==> src/rtl/opb_single_master_if.sv <==
// Bundle of the fabric command/response handshake and the OPB master-side bus
// signals for opb_single_master. Bit 0 is the MSB, following OPB numbering.
interface opb_single_master_if #(
   parameter int unsigned C_OPB_AWIDTH = 32,
   parameter int unsigned C_OPB_DWIDTH = 32
);
   logic                        cmd_valid;
   logic                        cmd_ready;
   logic                        cmd_rnw;
   logic [0:C_OPB_AWIDTH-1]     cmd_addr;
   logic [0:C_OPB_DWIDTH/8-1]   cmd_be;
   logic [0:C_OPB_DWIDTH-1]     cmd_wdata;
   logic                        rsp_valid;
   logic [0:C_OPB_DWIDTH-1]     rsp_rdata;
   logic [1:0]                  rsp_status;

   logic                        M_request;
   logic                        OPB_MGrant;
   logic                        M_select;
   logic                        M_RNW;
   logic [0:C_OPB_AWIDTH-1]     M_ABus;
   logic [0:C_OPB_DWIDTH/8-1]   M_BE;
   logic [0:C_OPB_DWIDTH-1]     M_DBus;
   logic                        M_seqAddr;
   logic                        M_busLock;
   logic [0:C_OPB_DWIDTH-1]     OPB_DBus;
   logic                        OPB_xferAck;
   logic                        OPB_errAck;
   logic                        OPB_retry;
   logic                        OPB_toutSup;

   modport master (
      input  cmd_valid, cmd_rnw, cmd_addr, cmd_be, cmd_wdata,
      output cmd_ready, rsp_valid, rsp_rdata, rsp_status,
      output M_request, M_select, M_RNW, M_ABus, M_BE, M_DBus, M_seqAddr, M_busLock,
      input  OPB_MGrant, OPB_DBus, OPB_xferAck, OPB_errAck, OPB_retry, OPB_toutSup
   );

   modport slave (
      output cmd_valid, cmd_rnw, cmd_addr, cmd_be, cmd_wdata,
      input  cmd_ready, rsp_valid, rsp_rdata, rsp_status,
      input  M_request, M_select, M_RNW, M_ABus, M_BE, M_DBus, M_seqAddr, M_busLock,
      output OPB_MGrant, OPB_DBus, OPB_xferAck, OPB_errAck, OPB_retry, OPB_toutSup
   );
endinterface

==> src/rtl/opb_single_master.sv <==
// Single-beat OPB master: turns one fabric command into one OPB read or write,
// handling arbitration, errAck/retry/xferAck, timeout suppression and bus timeout.
module opb_single_master #(
   parameter int unsigned C_OPB_AWIDTH = 32,
   parameter int unsigned C_OPB_DWIDTH = 32,
   parameter int unsigned C_TIMEOUT    = 16,
   parameter int unsigned C_MAX_RETRY  = 3
) (
   input logic                 OPB_Clk,
   input logic                 OPB_Rst_n,
   opb_single_master_if.master bus
);
   localparam int unsigned BEW = C_OPB_DWIDTH / 8;

   typedef enum logic [2:0] {IDLE, REQ, XFER, BACKOFF, RESP} state_e;
   typedef enum logic [1:0] {ST_OK = 2'b00, ST_ERR = 2'b01, ST_TIMEOUT = 2'b10,
                             ST_RETRY_EX = 2'b11} status_e;

   state_e                  state, state_nxt;
   logic                    rnw_q, rnw_nxt;
   logic [0:C_OPB_AWIDTH-1] addr_q, addr_nxt;
   logic [0:BEW-1]          be_q, be_nxt;
   logic [0:C_OPB_DWIDTH-1] wdata_q, wdata_nxt;
   logic [0:C_OPB_DWIDTH-1] rdata_q, rdata_nxt;
   logic [1:0]              status_q, status_nxt;
   logic [7:0]              retry_cnt, retry_nxt;
   logic [7:0]              tout_cnt, tout_nxt;
   logic                    xfer;

   always_ff @(posedge OPB_Clk or negedge OPB_Rst_n) begin
      if (!OPB_Rst_n) begin
         state     <= IDLE;
         rnw_q     <= 1'b0;
         addr_q    <= '0;
         be_q      <= '0;
         wdata_q   <= '0;
         rdata_q   <= '0;
         status_q  <= '0;
         retry_cnt <= '0;
         tout_cnt  <= '0;
      end else begin
         state     <= state_nxt;
         rnw_q     <= rnw_nxt;
         addr_q    <= addr_nxt;
         be_q      <= be_nxt;
         wdata_q   <= wdata_nxt;
         rdata_q   <= rdata_nxt;
         status_q  <= status_nxt;
         retry_cnt <= retry_nxt;
         tout_cnt  <= tout_nxt;
      end
   end

   always_comb begin
      state_nxt  = state;
      rnw_nxt    = rnw_q;
      addr_nxt   = addr_q;
      be_nxt     = be_q;
      wdata_nxt  = wdata_q;
      rdata_nxt  = rdata_q;
      status_nxt = status_q;
      retry_nxt  = retry_cnt;
      tout_nxt   = tout_cnt;
      case (state)
         IDLE: if (bus.cmd_valid) begin
            rnw_nxt   = bus.cmd_rnw;
            addr_nxt  = bus.cmd_addr;
            be_nxt    = bus.cmd_be;
            wdata_nxt = bus.cmd_wdata;
            retry_nxt = '0;
            tout_nxt  = '0;
            state_nxt = REQ;
         end
         REQ: if (bus.OPB_MGrant) state_nxt = XFER;
         XFER: begin
            if (!bus.OPB_toutSup) tout_nxt = tout_cnt + 8'd1;
            // Priority errAck > retry > xferAck > timeout; rdata only survives a good read.
            if (bus.OPB_errAck) begin
               status_nxt = ST_ERR;
               rdata_nxt  = '0;
               state_nxt  = RESP;
            end else if (bus.OPB_retry) begin
               if (retry_cnt == 8'(C_MAX_RETRY)) begin
                  status_nxt = ST_RETRY_EX;
                  rdata_nxt  = '0;
                  state_nxt  = RESP;
               end else begin
                  retry_nxt = retry_cnt + 8'd1;
                  tout_nxt  = '0;
                  state_nxt = BACKOFF;
               end
            end else if (bus.OPB_xferAck) begin
               status_nxt = ST_OK;
               rdata_nxt  = rnw_q ? bus.OPB_DBus : '0;
               state_nxt  = RESP;
            end else if (!bus.OPB_toutSup && tout_cnt == 8'(C_TIMEOUT - 1)) begin
               status_nxt = ST_TIMEOUT;
               rdata_nxt  = '0;
               state_nxt  = RESP;
            end
         end
         BACKOFF: state_nxt = REQ;
         RESP:    state_nxt = IDLE;
         default: state_nxt = IDLE;
      endcase
   end

   // Bus outputs decode straight from state so reset drops them without waiting for a clock.
   assign xfer           = (state == XFER);
   assign bus.cmd_ready  = (state == IDLE);
   assign bus.rsp_valid  = (state == RESP);
   assign bus.rsp_rdata  = rdata_q;
   assign bus.rsp_status = status_q;
   assign bus.M_request  = (state == REQ);
   assign bus.M_select   = xfer;
   assign bus.M_RNW      = xfer & rnw_q;
   assign bus.M_ABus     = xfer ? addr_q : '0;
   assign bus.M_BE       = xfer ? be_q : '0;
   assign bus.M_DBus     = (xfer && !rnw_q) ? wdata_q : '0;
   assign bus.M_seqAddr  = 1'b0;
   assign bus.M_busLock  = 1'b0;
endmodule

==> src/flat_wrapper.sv <==
// flat-port wrapper written by rule: the top's interface ports become plain ports
module opb_single_master_flat 
#(
   parameter int unsigned C_OPB_AWIDTH = 32,
   parameter int unsigned C_OPB_DWIDTH = 32,
   parameter int unsigned C_TIMEOUT    = 16,
   parameter int unsigned C_MAX_RETRY  = 3
)
  (OPB_Clk, OPB_Rst_n, bus_cmd_valid, bus_cmd_rnw, bus_cmd_addr, bus_cmd_be, bus_cmd_wdata, bus_cmd_ready, bus_rsp_valid, bus_rsp_rdata, bus_rsp_status, bus_M_request, bus_M_select, bus_M_RNW, bus_M_ABus, bus_M_BE, bus_M_DBus, bus_M_seqAddr, bus_M_busLock, bus_OPB_MGrant, bus_OPB_DBus, bus_OPB_xferAck, bus_OPB_errAck, bus_OPB_retry, bus_OPB_toutSup);
  opb_single_master_if #(.C_OPB_AWIDTH(C_OPB_AWIDTH), .C_OPB_DWIDTH(C_OPB_DWIDTH)) bus_i ();
  input logic OPB_Clk;
  input logic OPB_Rst_n;
  input wire logic [$bits(bus_i.cmd_valid)-1:0] bus_cmd_valid;
  input wire logic [$bits(bus_i.cmd_rnw)-1:0] bus_cmd_rnw;
  input wire logic [$bits(bus_i.cmd_addr)-1:0] bus_cmd_addr;
  input wire logic [$bits(bus_i.cmd_be)-1:0] bus_cmd_be;
  input wire logic [$bits(bus_i.cmd_wdata)-1:0] bus_cmd_wdata;
  output wire logic [$bits(bus_i.cmd_ready)-1:0] bus_cmd_ready;
  output wire logic [$bits(bus_i.rsp_valid)-1:0] bus_rsp_valid;
  output wire logic [$bits(bus_i.rsp_rdata)-1:0] bus_rsp_rdata;
  output wire logic [$bits(bus_i.rsp_status)-1:0] bus_rsp_status;
  output wire logic [$bits(bus_i.M_request)-1:0] bus_M_request;
  output wire logic [$bits(bus_i.M_select)-1:0] bus_M_select;
  output wire logic [$bits(bus_i.M_RNW)-1:0] bus_M_RNW;
  output wire logic [$bits(bus_i.M_ABus)-1:0] bus_M_ABus;
  output wire logic [$bits(bus_i.M_BE)-1:0] bus_M_BE;
  output wire logic [$bits(bus_i.M_DBus)-1:0] bus_M_DBus;
  output wire logic [$bits(bus_i.M_seqAddr)-1:0] bus_M_seqAddr;
  output wire logic [$bits(bus_i.M_busLock)-1:0] bus_M_busLock;
  input wire logic [$bits(bus_i.OPB_MGrant)-1:0] bus_OPB_MGrant;
  input wire logic [$bits(bus_i.OPB_DBus)-1:0] bus_OPB_DBus;
  input wire logic [$bits(bus_i.OPB_xferAck)-1:0] bus_OPB_xferAck;
  input wire logic [$bits(bus_i.OPB_errAck)-1:0] bus_OPB_errAck;
  input wire logic [$bits(bus_i.OPB_retry)-1:0] bus_OPB_retry;
  input wire logic [$bits(bus_i.OPB_toutSup)-1:0] bus_OPB_toutSup;
  assign bus_i.cmd_valid = bus_cmd_valid;
  assign bus_i.cmd_rnw = bus_cmd_rnw;
  assign bus_i.cmd_addr = bus_cmd_addr;
  assign bus_i.cmd_be = bus_cmd_be;
  assign bus_i.cmd_wdata = bus_cmd_wdata;
  assign bus_cmd_ready = bus_i.cmd_ready;
  assign bus_rsp_valid = bus_i.rsp_valid;
  assign bus_rsp_rdata = bus_i.rsp_rdata;
  assign bus_rsp_status = bus_i.rsp_status;
  assign bus_M_request = bus_i.M_request;
  assign bus_M_select = bus_i.M_select;
  assign bus_M_RNW = bus_i.M_RNW;
  assign bus_M_ABus = bus_i.M_ABus;
  assign bus_M_BE = bus_i.M_BE;
  assign bus_M_DBus = bus_i.M_DBus;
  assign bus_M_seqAddr = bus_i.M_seqAddr;
  assign bus_M_busLock = bus_i.M_busLock;
  assign bus_i.OPB_MGrant = bus_OPB_MGrant;
  assign bus_i.OPB_DBus = bus_OPB_DBus;
  assign bus_i.OPB_xferAck = bus_OPB_xferAck;
  assign bus_i.OPB_errAck = bus_OPB_errAck;
  assign bus_i.OPB_retry = bus_OPB_retry;
  assign bus_i.OPB_toutSup = bus_OPB_toutSup;
  opb_single_master #(.C_OPB_AWIDTH(C_OPB_AWIDTH), .C_OPB_DWIDTH(C_OPB_DWIDTH), .C_TIMEOUT(C_TIMEOUT), .C_MAX_RETRY(C_MAX_RETRY)) u_core (.OPB_Clk(OPB_Clk), .OPB_Rst_n(OPB_Rst_n), .bus(bus_i));
endmodule
==> config.mk <==
export PLATFORM = sky130hd
export DESIGN_NAME = opb_single_master_flat
export DESIGN_NICKNAME = d
export VERILOG_FILES = /design/src/rtl/opb_single_master_if.sv /design/src/rtl/opb_single_master.sv /design/src/flat_wrapper.sv
export SDC_FILE = /design/constraint.sdc
export NUM_CORES = 1
export LEC_CHECK = 0
export BUFFER_PORTS_ARGS = -buffer_cell sky130_fd_sc_hd__buf_2
export CAP_MARGIN = 25
export CORE_ASPECT_RATIO = 1.25
export CORE_UTILIZATION = 25
export DETAILED_ROUTE_END_ITERATION = 10
export HOLD_SLACK_MARGIN = 0.06
export PLACE_DENSITY_LB_ADDON = 0.08
export REMOVE_ABC_BUFFERS = 1
export SKIP_LAST_GASP = 1
export SYNTH_ARGS = -nofsm -noshare
export SYNTH_HDL_FRONTEND = slang
export SYNTH_SLANG_ARGS = --single-unit
==> constraint.sdc <==
create_clock -name OPB_Clk -period 4.3 [get_ports OPB_Clk]
set_clock_uncertainty 0.15 [all_clocks]
set_input_delay 0 -clock OPB_Clk [delete_from_list [all_inputs] [get_ports OPB_Clk]]
set_output_delay 0 -clock OPB_Clk [all_outputs]
set_load 0.05 [all_outputs]
==> results.yml, run 1 <==
status:
  outcome: "finished clean"
drt:
  totalWireLength_um: 15600
  viasPerCell: 4.38
  first_pass_iters: 4
  avgRoutedWirePerCell_um: 15.0
  drt_iter0_markers: 187
  via_count: 4537
  final_antenna_net_count: 0
  drc: 0
synth:
  yosysUniqueCellTypes: 54
  yosys_warnings: 0
  synthFlopType: "dfrtp_1"
  synth-seq-cells: 122
  syn_inst: 426
  synth-edff-count: 0
  synthArstFlopShare_pct: 100
  syn_avg_cell_area_um2: 12.9
  ys_seq_area_share_pct: 55.5
  synth_area_mm2: 0.00550
global_route:
  grt_pass1_vias: 4933
  antenna_found_initial: 0
  grt_max_degree: 79
  grt-ovfl-total: 0
  grtUsageTotal_pct: 14.4
  grt_first_pass_wirelength_um: 25300
placement:
  dp_hpwl_um: 10200
  place_ws_ns: 1.57
  placed_area_mm2: 0.00677
  portBuffers: 215
  gp_congestion: 0.732
critical_path:
  end_kind: "flop"
  criticalPathCategory: "flop to flop"
  cp-start-kind: "flop"
  critPathArrivalTime_ns: 2.82
  reg2reg_slack_ns: 1.62
  crit_family: "flip-flops"
  cpPeakStageDelay_ns: 0.89
  r2r_end: "u_core.bus.rsp_status[1]"
  crit-reg2reg-launch: "u_core.state[1]"
  slowest_stage: "dfrtp_1"
  cp.required_ns: 4.44
  crit_fanout: 35
  worst-path-stages: 4
  r2r_cells: 4
  crit_chain: "nand2_2 -> inv_1 -> nand3b_4 -> mux2_1"
  timing.critical_path.buf_inv: 1
floorplan:
  core_mm2: 0.0215
  pin_count: 218
  die_x_um: 135
  die_h_um: 168
  start_util_pct: 25.5
  die_area_mm2: 0.0226
  rows: 60
sta:
  final.setup.tns_ns: 0
  setup_ws_ns: 1.62
  finalMaxSlewViolations: 0
  max_freq_ghz: 0.374
  finalHoldWorstSlack_ns: 0.0780
  fin_crit_sh_pct: 62.3
  worst_pin_slew_ns: 0.837
  setup_viol: 0
  max-slew-margin-rel_pct: 44.2
  hold_violations: 0
  rsz0062_at_grt: "false"
  finalCriticalPeriod_ns: 2.68
flow_run:
  drv_cap: 0
cts:
  cts_tree: "built"
  numCtsBuffers: 17
  worstSkewPairLatency_ns: 0.41
  cts_root_buf: "clkbuf_16"
  post_cts_resized: 0
  htreeDepth: 4
  clk_pin_slew_ns: 0.06
  cts_sinks: 122
  clockBufferDepth: 2
layout:
  fillers: 2123
  mostFrequentLayoutCells: "214 x buf_2, 122 x dfrtp_1, 110 x dlygate4sd3_1, 42 x mux2_2, 39 x and3_1"
  layout.nets: 857
  fin_area_mm2: 0.00848
  area_growth_pct: 54.3
  final_common_cell: "buf_2"
  num_antenna_cells: 0
  drive_above_1_share_pct: 40.6
pwr:
  power.density_mw_per_mm2: 645
  vdd_drop_max_v: 0.000300
  power.leakage_nw: 4.33
hold_path:
  hold_class: "input pin to asynchronous set/reset pin"
-- sequential cells by signal, summed over array words and instances, names as in the netlist --
register / cells
u_core.wdata_q: 32
u_core.rnw_q: 1
u_core.bus.rsp_rdata: 32
u_core.tout_cnt: 8
u_core.bus.rsp_status: 2
u_core.retry_cnt: 8
u_core.addr_q: 32
u_core.state: 3
u_core.be_q: 4
-- Yosys cell counts, types with 4 or more instances --
master	instances	share of area (%)
and3_1	39	4.4
dfrtp_1	122	56
a22o_1	35	5.6
mux2_2	42	8.6
buf_4	8	1.1
buf_6	9	1.8
mux2_1	29	5.9
and2_1	33	3.8
clkbuf_1	11	0.75
buf_2	4	0.36
nor2_1	12	0.82
inv_1	7	0.48
nand2_1	7	0.48
nor3_1	4	0.36
nand3_1	4	0.36
-- power breakdown --
part	leakage (nW)	internal, mW	switching [mW]
Sequential	1.54	1.60	0.260
Combinational	2.49	0.767	1.37
Clock	0.294	0.967	0.512
-- cell type report --
class	count	area, um2	area share [%]
Multi-Input combinational cell	266	2200	26.0
Inverter	7	26.3	0.310
Tap cell	279	349	4.11
Timing Repair Buffer	332	2240	26.5
Sequential cell	122	3050	36.0
Clock inverter	11	173	2.04
Clock buffer	20	437	5.15
-- worst max path at each step --
stage	endpoint	from	slack, ns
after floorplan	u_core.retry_cnt[0]	u_core.state[1]	0.03
after global placement	u_core.bus.rsp_status[1]	u_core.state[1]	1.67
after detailed placement	u_core.bus.rsp_status[1]	u_core.state[1]	1.57
after CTS	u_core.bus.rsp_status[1]	u_core.state[1]	1.55
after global routing	u_core.bus.rsp_status[1]	u_core.state[1]	1.33
final	u_core.bus.rsp_status[1]	u_core.state[1]	1.62
-- kinds of logic after synthesis --
| logic type | after synthesis | share of synthesized area [%] |
|---|---|---|
| adders and majority gates | 2 | 0.455 |
| other | 1 | 0.0682 |
| and+or+nand+nor | 124 | 14.5 |
| muxes | 74 | 15.1 |
| AOI/OAI and AO/OA | 61 | 9.39 |
| buffers and inverters | 39 | 4.53 |
| xor gates and xnor gates | 3 | 0.478 |
| DFF | 122 | 55.5 |
-- per-layer routing --
layer	vias up	global-route usage [%]	routed length, um	part of all wire (%)
met5	-	0	0	0
met3	16	3.82	708	4.5
met2	118	25.7	8320	53
li1	2174	-	-	-
met1	2229	16.3	6310	41
met4	0	5.42	221	1.4
-- worst reg2reg max path: stages (launching register included) --
cell and delay (ns):
dfrtp_1 0.89, nand2_2 0.23, inv_1 0.44, nand3b_4 0.42, mux2_1 0.45
-- stage by stage --
stage / instances / utilization [%] / power, mW
5_1_grt: 1037 / 39.4 / 5.79
6_report: 1037 / 39.4 / 5.48
4_1_cts: 1037 / 39.4 / 5.56
3_3_place_gp: 896 / 31.4 / 3.91
3_5_place_dp: 896 / 31.4 / 3.96
2_1_floorplan: 395 / - / 3.36
-- repair_timing --
item	CTS	global route
hold buffers	110	0
hold endpoints to repair	172	0
buffers inserted	0	0
No activity file was read; power rests on OpenSTA's default activity.
==> inputs of run 2 (changes only) <==
==> constraint.sdc (replaced) <==
create_clock -name OPB_Clk -period 2.3 [get_ports OPB_Clk]
set_clock_uncertainty 0.15 [all_clocks]
set_input_delay 0 -clock OPB_Clk [delete_from_list [all_inputs] [get_ports OPB_Clk]]
set_output_delay 0 -clock OPB_Clk [all_outputs]
set_load 0.05 [all_outputs]
==> run 2 against run 1 <==
Flip-flop and latch count unchanged. Largest power group unchanged. Largest cell class unchanged. Critical path depth increased by 1. Critical path type is now flop to output pin. Clock power increased by 74%. Design area increased by 1.1%. Via count increased by 1.5%.
==> results.yml, run 2 (synthesis gave the netlist of run 1 again) <==
hold_path:
  hold_class: "input pin to flop"
drt:
  avgRoutedWirePerCell_um: 14.9
  final_antenna_net_count: 0
  totalWireLength_um: 15600
  via_count: 4604
  drc: 0
  first_pass_iters: 4
  drt_iter0_markers: 176
  viasPerCell: 4.39
critical_path:
  criticalPathCategory: "flop to output pin"
  crit_fanout: 35
  cp-start-kind: "flop"
  cp.required_ns: 2.15
  critPathArrivalTime_ns: 1.97
  end_kind: "output pin"
floorplan:
  die_h_um: 168
  pin_count: 218
  start_util_pct: 25.5
  rows: 60
  die_area_mm2: 0.0226
  die_x_um: 135
  core_mm2: 0.0215
layout:
  final_core_util_pct: 39.8
  area_growth_pct: 56.0
  layout.nets: 868
  drive_above_1_share_pct: 41.9
  mostFrequentLayoutCells: "212 x buf_2, 121 x dfrtp_1, 111 x dlygate4sd3_1, 42 x mux2_2, 39 x and3_1"
  num_antenna_cells: 0
  final_common_cell: "buf_2"
sta:
  worst_pin_slew_ns: 0.630
  finalCriticalPeriod_ns: 2.12
  max_freq_ghz: 0.471
  setup_ws_ns: 0.178
  setup_viol: 0
  finalHoldWorstSlack_ns: 0.182
  max-slew-margin-rel_pct: 58.0
  final.setup.tns_ns: 0
  rsz0062_at_grt: "false"
  hold_violations: 0
  finalMaxSlewViolations: 0
  fin_crit_sh_pct: 92.3
cts:
  numCtsBuffers: 17
  cts_sinks: 122
  htreeDepth: 4
  worstSkewPairLatency_ns: 0.41
  clk_pin_slew_ns: 0.06
  cts_tree: "built"
  cts_root_buf: "clkbuf_16"
  clockBufferDepth: 2
pwr:
  vdd_drop_max_v: 0.000542
  power.leakage_nw: 4.38
  total_power_mw: 10.2
  power.density_mw_per_mm2: 1190
global_route:
  grtUsageTotal_pct: 14.4
  grt_max_degree: 47
  antenna_found_initial: 0
  grt_first_pass_wirelength_um: 25400
  grt-ovfl-total: 0
  grt_pass1_vias: 4868
status:
  outcome: "finished clean"
flow_run:
  drv_cap: 0
placement:
  gp_congestion: 0.720
  portBuffers: 215
  dp_hpwl_um: 10600
  place_ws_ns: 0.188
run 2: cell types whose count changed in the layout (fill, tap and decap cells not counted), sizes merged:
cell	previous run	this run
buf	222	230
bufinv	4	2
clkinv	6	8
clkinvlp	1	3
dlygate4sd3	110	111
run 2: where the power goes:
part           internal [mW]  switching, mW  leakage (nW)
logic                   1.54           2.64          2.56
clock network           1.58          0.990         0.271
registers               2.99          0.433          1.54
total                   6.11           4.06          4.38
run 2: path summary, 6_finish.rpt:
kind	from	endpoint	slack (ns)	cells past startpoint
max in group asynchronous	OPB_Rst_n	u_core.state[2]	0.70	4
max	u_core.state[2]	bus_M_ABus[6]	0.18	5
min reg2reg	u_core.addr_q[19]	u_core.addr_q[19]	0.33	1
min	bus_cmd_wdata[6]	u_core.wdata_q[25]	0.18	3
min in group asynchronous	OPB_Rst_n	u_core.wdata_q[20]	0.56	3
max reg2reg	u_core.tout_cnt[0]	u_core.bus.rsp_status[1]	0.20	5
run 2: metal layers:
metal  track usage (%)  share of wire (%)  wire length [um]  up-vias
met3              4.10                5.1               804       17
met4              5.47                1.8               283        0
met5                 0                  0                 0        -
met2              25.1                 52              8120      118
li1                  -                  -                 -     2203
met1              16.7                 41              6430     2266
run 2: cell type report:
cell class	count	area (um2)
tap	279	349
sequential	122	3050
clock inverter	13	130
inverter	7	26.3
timing repair buffer	343	2380
clock buffer	18	429
multi-input combinational	266	2200
fill	2127	13000
run 2: critical path, cell delays in order (launching register included):
cell	delay [ns]
dfrtp_2	0.48
nor2_4	0.15
buf_4	0.14
buf_4	0.30
and3_1	0.21
buf_2	0.27
run 2: through the flow:
step / std cells / area [um2]
2_1_floorplan: 395 / 5280
3_3_place_gp: 903 / 6880
3_5_place_dp: 903 / 6880
4_1_cts: 1045 / 8550
5_1_grt: 1048 / 8580
6_report: 1048 / 8580
run 2: repair_timing:
item / 4_1_cts / 5_1_grt
pin swaps: 0 / 1
endpoints found under the setup margin: 32 / 32
gates resized for setup: 1 / 3
hold buffers: 111 / 0
buffers inserted: 0 / 3
endpoints found under the hold margin: 237 / 0
